<file path="config.mk">
export PLATFORM = sky130hd
export DESIGN_NAME = tamagotchi_btn_conditioner
export DESIGN_NICKNAME = d
export VERILOG_FILES = /design/src/rtl/tamagotchi_btn_conditioner.sv
export SDC_FILE = /design/constraint.sdc
export NUM_CORES = 1
export LEC_CHECK = 0
export CAP_MARGIN = 0
export CORE_UTILIZATION = 50
export DETAILED_ROUTE_END_ITERATION = 12
export GPL_TIMING_DRIVEN = 0
export MAX_ROUTING_LAYER = met4
export PLACE_DENSITY = 0.69
export SKIP_CTS_REPAIR_TIMING = 1
export SYNTH_ARGS = -nofsm -noshare
export SYNTH_HDL_FRONTEND = slang
export SYNTH_SLANG_ARGS = --single-unit
</file>
<file path="constraint.sdc">
create_clock -name clk -period 13.2 [get_ports clk]
set_clock_uncertainty 0.05 [all_clocks]
set_input_delay 1.32 -clock clk [delete_from_list [all_inputs] [get_ports clk]]
set_output_delay 1.32 -clock clk [all_outputs]
set_load 0.01 [all_outputs]
</file>
<file path="src/rtl/tamagotchi_btn_conditioner.sv">
// Button front end for the tamagotchi game FSM: sync, debounce, stat pulses
// and long-press pulses on reset/test. Optional macro: BTN_AUTOREPEAT_EN.
//
// Ports:
//   clk, reset          : 50 MHz clock, async active-high reset
//   raw_salud..raw_test : raw board pins, polarity set by ACTIVE_LOW
//   btn_salud..btn_test : active-high command pulses, PULSE_CYCLES wide
//   hold_active         : reset or test is in its hold-count phase
module tamagotchi_btn_conditioner #(
  parameter int DEBOUNCE_CYCLES   = 1000000,
  parameter int LONG_PRESS_CYCLES = 250000000,
  parameter int PULSE_CYCLES      = 3750000,
  parameter int REPEAT_CYCLES     = 25000000,
  parameter int ACTIVE_LOW        = 1
) (
  input  logic clk,
  input  logic reset,
  input  logic raw_salud,
  input  logic raw_energia,
  input  logic raw_hambre,
  input  logic raw_diversion,
  input  logic raw_reset,
  input  logic raw_test,
  output logic btn_salud,
  output logic btn_energia,
  output logic btn_hambre,
  output logic btn_diversion,
  output logic btn_reset,
  output logic btn_test,
  output logic hold_active
);

  localparam int DW = (DEBOUNCE_CYCLES > 1) ?
                      $clog2(DEBOUNCE_CYCLES) : 1;
  localparam int LW = (LONG_PRESS_CYCLES > 1) ?
                      $clog2(LONG_PRESS_CYCLES) : 1;
  localparam int PW = (PULSE_CYCLES > 1) ?
                      $clog2(PULSE_CYCLES) : 1;

  localparam logic [DW-1:0] DB_MAX = DW'(DEBOUNCE_CYCLES - 1);
  localparam logic [LW-1:0] LP_MAX = LW'(LONG_PRESS_CYCLES - 1);
  localparam logic [PW-1:0] PU_MAX = PW'(PULSE_CYCLES - 1);

  typedef enum logic [1:0] {
    S_IDLE,
    S_HOLD,
    S_FIRE,
    S_WAIT
  } lp_state_e;

  // Channel order: {test, reset, diversion, hambre, energia, salud}
  logic [5:0] raw_v;
  logic [5:0] pin_v;
  logic [5:0] sync1_q;
  logic [5:0] sync2_q;
  logic [5:0] stable_q;
  logic [5:0] stable_d;
  logic [3:0] stable_prev_q;
  logic [3:0] rise_q;
  logic [3:0] pulse_v;
  logic       lp_fire;

  assign raw_v = {raw_test, raw_reset, raw_diversion,
                  raw_hambre, raw_energia, raw_salud};
  assign pin_v = (ACTIVE_LOW != 0) ? ~raw_v : raw_v;

  always_ff @(posedge clk or posedge reset) begin
    if (reset) begin
      sync1_q       <= '0;
      sync2_q       <= '0;
      stable_q      <= '0;
      stable_prev_q <= '0;
      rise_q        <= '0;
    end else begin
      sync1_q       <= pin_v;
      sync2_q       <= sync1_q;
      stable_q      <= stable_d;
      stable_prev_q <= stable_q[3:0];
      rise_q        <= stable_q[3:0] & ~stable_prev_q;
    end
  end

  for (genvar i = 0; i < 6; i++) begin : g_db
    logic [DW-1:0] cnt_q;
    logic [DW-1:0] cnt_d;
    logic          stb_d;

    always_comb begin
      cnt_d = cnt_q;
      stb_d = stable_q[i];
      if (sync2_q[i] == stable_q[i]) begin
        cnt_d = '0;
      end else if (cnt_q == DB_MAX) begin
        cnt_d = '0;
        stb_d = ~stable_q[i];
      end else begin
        cnt_d = cnt_q + DW'(1);
      end
    end

    always_ff @(posedge clk or posedge reset) begin
      if (reset) cnt_q <= '0;
      else       cnt_q <= cnt_d;
    end

    assign stable_d[i] = stb_d;
  end

  for (genvar i = 0; i < 4; i++) begin : g_stat
    logic [PW-1:0] pcnt_q;
    logic          pulse_q;
    logic          start;

`ifdef BTN_AUTOREPEAT_EN
    localparam int RW = (REPEAT_CYCLES > 1) ?
                        $clog2(REPEAT_CYCLES) : 1;
    localparam logic [RW-1:0] RP_MAX = RW'(REPEAT_CYCLES - 1);
    logic [RW-1:0] rcnt_q;
    logic          armed_q;
    logic          rep;

    // Repeats only follow a press whose first pulse was accepted.
    assign rep   = armed_q & stable_q[i] & (rcnt_q == RP_MAX);
    assign start = (rise_q[i] | rep) & ~pulse_q & ~lp_fire;

    always_ff @(posedge clk or posedge reset) begin
      if (reset) begin
        rcnt_q  <= '0;
        armed_q <= 1'b0;
      end else if (start) begin
        rcnt_q  <= '0;
        armed_q <= 1'b1;
      end else if (!stable_q[i]) begin
        rcnt_q  <= '0;
        armed_q <= 1'b0;
      end else if (armed_q && rcnt_q != RP_MAX) begin
        rcnt_q  <= rcnt_q + RW'(1);
      end
    end
`else
    assign start = rise_q[i] & ~pulse_q & ~lp_fire;
`endif

    always_ff @(posedge clk or posedge reset) begin
      if (reset) begin
        pulse_q <= 1'b0;
        pcnt_q  <= '0;
      end else if (pulse_q) begin
        if (pcnt_q == PU_MAX) pulse_q <= 1'b0;
        else                  pcnt_q  <= pcnt_q + PW'(1);
      end else if (start) begin
        pulse_q <= 1'b1;
        pcnt_q  <= '0;
      end
    end

    assign pulse_v[i] = pulse_q;
  end

  assign btn_salud     = pulse_v[0];
  assign btn_energia   = pulse_v[1];
  assign btn_hambre    = pulse_v[2];
  assign btn_diversion = pulse_v[3];

  lp_state_e     rs_q, rs_d, rs_nx;
  lp_state_e     ts_q, ts_d, ts_nx;
  logic [LW-1:0] rh_q, rh_d, th_q, th_d;
  logic [PW-1:0] rf_q, rf_d, tf_q, tf_d;

  function automatic lp_state_e lp_next(
    input lp_state_e s,
    input logic      pressed,
    input logic      hold_done,
    input logic      fire_done
  );
    lp_state_e n;
    n = s;
    unique case (s)
      S_IDLE: if (pressed) n = S_HOLD;
      S_HOLD: begin
        if (!pressed)      n = S_IDLE;
        else if (hold_done) n = S_FIRE;
      end
      S_FIRE: if (fire_done) n = S_WAIT;
      S_WAIT: if (!pressed)  n = S_IDLE;
      default: n = S_IDLE;
    endcase
    return n;
  endfunction

  always_ff @(posedge clk or posedge reset) begin
    if (reset) begin
      rs_q <= S_IDLE;
      ts_q <= S_IDLE;
      rh_q <= '0;
      th_q <= '0;
      rf_q <= '0;
      tf_q <= '0;
    end else begin
      rs_q <= rs_d;
      ts_q <= ts_d;
      rh_q <= rh_d;
      th_q <= th_d;
      rf_q <= rf_d;
      tf_q <= tf_d;
    end
  end

  always_comb begin
    rs_nx = lp_next(rs_q, stable_q[4], rh_q == LP_MAX,
                    rf_q == PU_MAX);
    ts_nx = lp_next(ts_q, stable_q[5], th_q == LP_MAX,
                    tf_q == PU_MAX);
    rs_d  = rs_nx;
    ts_d  = ts_nx;
    // Same-cycle long presses: reset wins, test is consumed silently.
    if (rs_q == S_HOLD && rs_nx == S_FIRE &&
        ts_q == S_HOLD && ts_nx == S_FIRE) begin
      ts_d = S_WAIT;
    end
    rh_d = (rs_q == S_HOLD && rh_q != LP_MAX) ?
           rh_q + LW'(1) : '0;
    th_d = (ts_q == S_HOLD && th_q != LP_MAX) ?
           th_q + LW'(1) : '0;
    rf_d = (rs_q == S_FIRE && rf_q != PU_MAX) ?
           rf_q + PW'(1) : '0;
    tf_d = (ts_q == S_FIRE && tf_q != PU_MAX) ?
           tf_q + PW'(1) : '0;
  end

  always_comb begin
    btn_reset   = (rs_q == S_FIRE);
    btn_test    = (ts_q == S_FIRE);
    hold_active = (rs_q == S_HOLD) | (ts_q == S_HOLD);
    lp_fire     = btn_reset | btn_test;
  end

endmodule
</file>
==> flow_metrics.tcl <==
set metrics [dict create \
    drive_gt1_share_pct 7.23 \
    path_cells "nand2b_2 > inv_1 > clkdlybuf4s50_1" \
    power.total_mw 2.26 \
    grt_first_pass_wirelength_um 54100 \
    grt_pass1_vias 11700 \
    min_path_type "flop to flop" \
    yosysUniqueCellTypes 57 \
    min_to "sync2_q[3]" \
    critPathCaptureType "output pin" \
    status "finished, final reports clean" \
    p_leak_nw 7.98 \
    tns_ps 0 \
    layout_commonest_cell "dfrtp_1" \
    max_slew_margin_pct 44.2 \
    grt_overflow_total 0 \
    clkTransAtPathRegs_ps 60 \
    ys_seq_elements 342 \
    instances_no_fill 2170 \
    drt_iter0_drc 526 \
    htreeDepth 2 \
    min-delay-start "sync1_q[3]" \
    r2r-end "g_db[3].cnt_q[16]" \
    crit_path_top_delay_cell "clkdlybuf4s50_1" \
    grt_usage_pct 19.6 \
    cts_root_buf "clkbuf_16" \
    timing.final.crit_share_pct 26.1 \
    initial_core_util_pct 50.6 \
    antenna_found_initial 0 \
    crit_type "flop to output pin" \
    syn_nets 1664 \
    clock_latency_ps 520 \
    cp.arrival_ps 2070 \
    dp_hpwl_um 20000 \
    cts_buffer_depth 3 \
    pre_cts_slack_ps 9580 \
    core_area_um2 32500 \
    p_seq_share_pct 46.9 \
    internal_power_mw 1.80 \
    worstHoldPathCells 0 \
    design_area_um2 18600 \
    drt_wl_total_um 30300 \
    drtPass1Iterations 4 \
    switching_share_pct 20.5 \
    vias_per_cell 5.38 \
    area_delta_synth_final_pct 13.2 \
    critical-path-max-stage-delay_ps 600 \
    synth_edf_count 0 \
    cellPowerDensity_nw_per_um2 122 \
    dpl_cell_area_um2 17200 \
    io_buffers 14 \
    p_clk_share_pct 51.3 \
    rsz0062_at_grt "false" \
    fp.dieW_um 183 \
    netlist_instances 1642 \
    finalMaxSlewViolations 0 \
    worstPathRequired_ps 11830 \
    drv_cap 0 \
    grt_max_degree 127 \
    fin_nets 1721 \
    startpoint_type "flop" \
    ys_warn_count 0 \
    rrSetupSlack_ps 10960 \
    power_frac_comb_pct 1.8 \
    die_h_um 183 \
    rows 66 \
    ant_nets 0 \
    via_count 11700 \
    peakVddDrop_uv 74.8 \
    async_reset_ff_share_pct 100 \
    drc 0 \
    setup_violations 0 \
    ys_seq_area_share_pct 52.1 \
    p_switching_mw 0.463 \
    layout_setup_ws_ps 9760 \
    clock_sinks 342 \
    gp_congestion 0.854 \
    antenna_cells 0 \
    clock.fmax_mhz 290 \
    cts_tree "yes" \
    dieArea_um2 33600 \
    ys.flop_type "dfrtp_1" \
    wl_per_cell_um 13.9 \
    r2r-start "g_db[3].cnt_q[0]" \
    cts_buffers 39 \
    place_inst 2100 \
    netlist_area_um2 16400 \
    final_hold_viol_count 0 \
    synth_area_per_cell_um2 10.0 \
    path_max_fanout 6 \
    layout_min_cycle_time_ps 3440 \
    final_cell_mix "dfrtp_1 (342), nor2_1 (326), xor2_1 (163), nand2_1 (120), nand3_1 (112)" \
    r2r_cells 7 \
    tightest_slew_ps 838 \
    io_pins 15 \
]
[power groups by stage]
| stage | Combinational (mW) | Sequential, mW | Clock, mW |
|---|---|---|---|
| after floorplan | 0.0290 | 1.08 | 0 |
| after global placement | 0.0401 | 1.08 | 0 |
| after detailed placement | 0.0430 | 1.08 | 0 |
| after CTS | 0.0434 | 1.06 | 1.19 |
| after global routing | 0.0484 | 1.06 | 1.24 |
| final | 0.0407 | 1.06 | 1.16 |
[layer usage]
metal / global-route usage (%) / vias up / routed length [um]
li1: - / 5746 / -
met5: - / - / 0
met1: 26.1 / 5735 / 14500
met4: 5.53 / 0 / 582
met3: 2.68 / 55 / 946
met2: 31.6 / 135 / 14200
[cell type report]
type	instances	area, um2
multi-input cells	1225	7530
clock buffers	53	1160
plain buffers	33	189
repair buffers	16	195
inverters	42	165
clock inverters	17	249
well taps	442	553
fillers	2800	13900
flip-flops and latches	342	8560
[synthesized netlist by cell type (14+ instances only)]
library cell / n / area share, %
nand3_1: 112 / 3.4
nor4b_1: 18 / 0.96
nor3_1: 31 / 0.94
nand2_1: 120 / 2.7
xnor2_1: 103 / 5.5
nor4_1: 32 / 1.2
nand4_1: 85 / 3.2
inv_1: 41 / 0.94
dfrtp_1: 342 / 52
xor2_1: 163 / 8.7
and4_1: 24 / 1.3
o21ai_0: 17 / 0.52
ha_1: 14 / 1.1
nor2_1: 326 / 7.4
and3_1: 47 / 1.8
[worst max-delay path: cells and delay by family (launching register included)]
family | cells | cell delay [ps]
flip-flops | 1 | 410
buffers and inverters | 2 | 880
AND/OR/NAND/NOR | 1 | 270
[per-stage QoR]
stage / utilization, % / hold slack, ps
after floorplan: - / 281
after global placement: 52.8 / 283
after detailed placement: 53.0 / 286
after CTS: 57.3 / 299
after global routing: 57.3 / 308
final: 57.3 / 297
[kinds of logic after synthesis]
group / Yosys count / synth area share (%)
fa+ha+maj: 14 / 1.07
flops: 342 / 52.1
buf+inv: 75 / 2.11
mux: 17 / 1.09
simple gates: 878 / 27.6
compound gates: 50 / 1.92
xor+xnor: 266 / 14.2
[sequential cells by signal, indices dropped and copies added, names as in the netlist, 22 cells and up]
name,count
g_db.cnt_q,120
g_stat.pcnt_q,88
rh_q,28
rf_q,22
tf_q,22
th_q,28
[how the worst max path moves through the flow]
| stage | start | to | slack (ps) |
|---|---|---|---|
| detailed placement | reset | g_db[1].cnt_q[16] | 9580 |
| CTS | rs_q[0] | btn_reset | 9720 |
| floorplan | reset | btn_diversion | 2350 |
| global placement | reset | g_db[0].cnt_q[6] | -1720 |
| global route | rs_q[0] | btn_reset | 9680 |
| finish | rs_q[0] | btn_reset | 9760 |
Note: power is estimated with default switching activity, not from simulation.
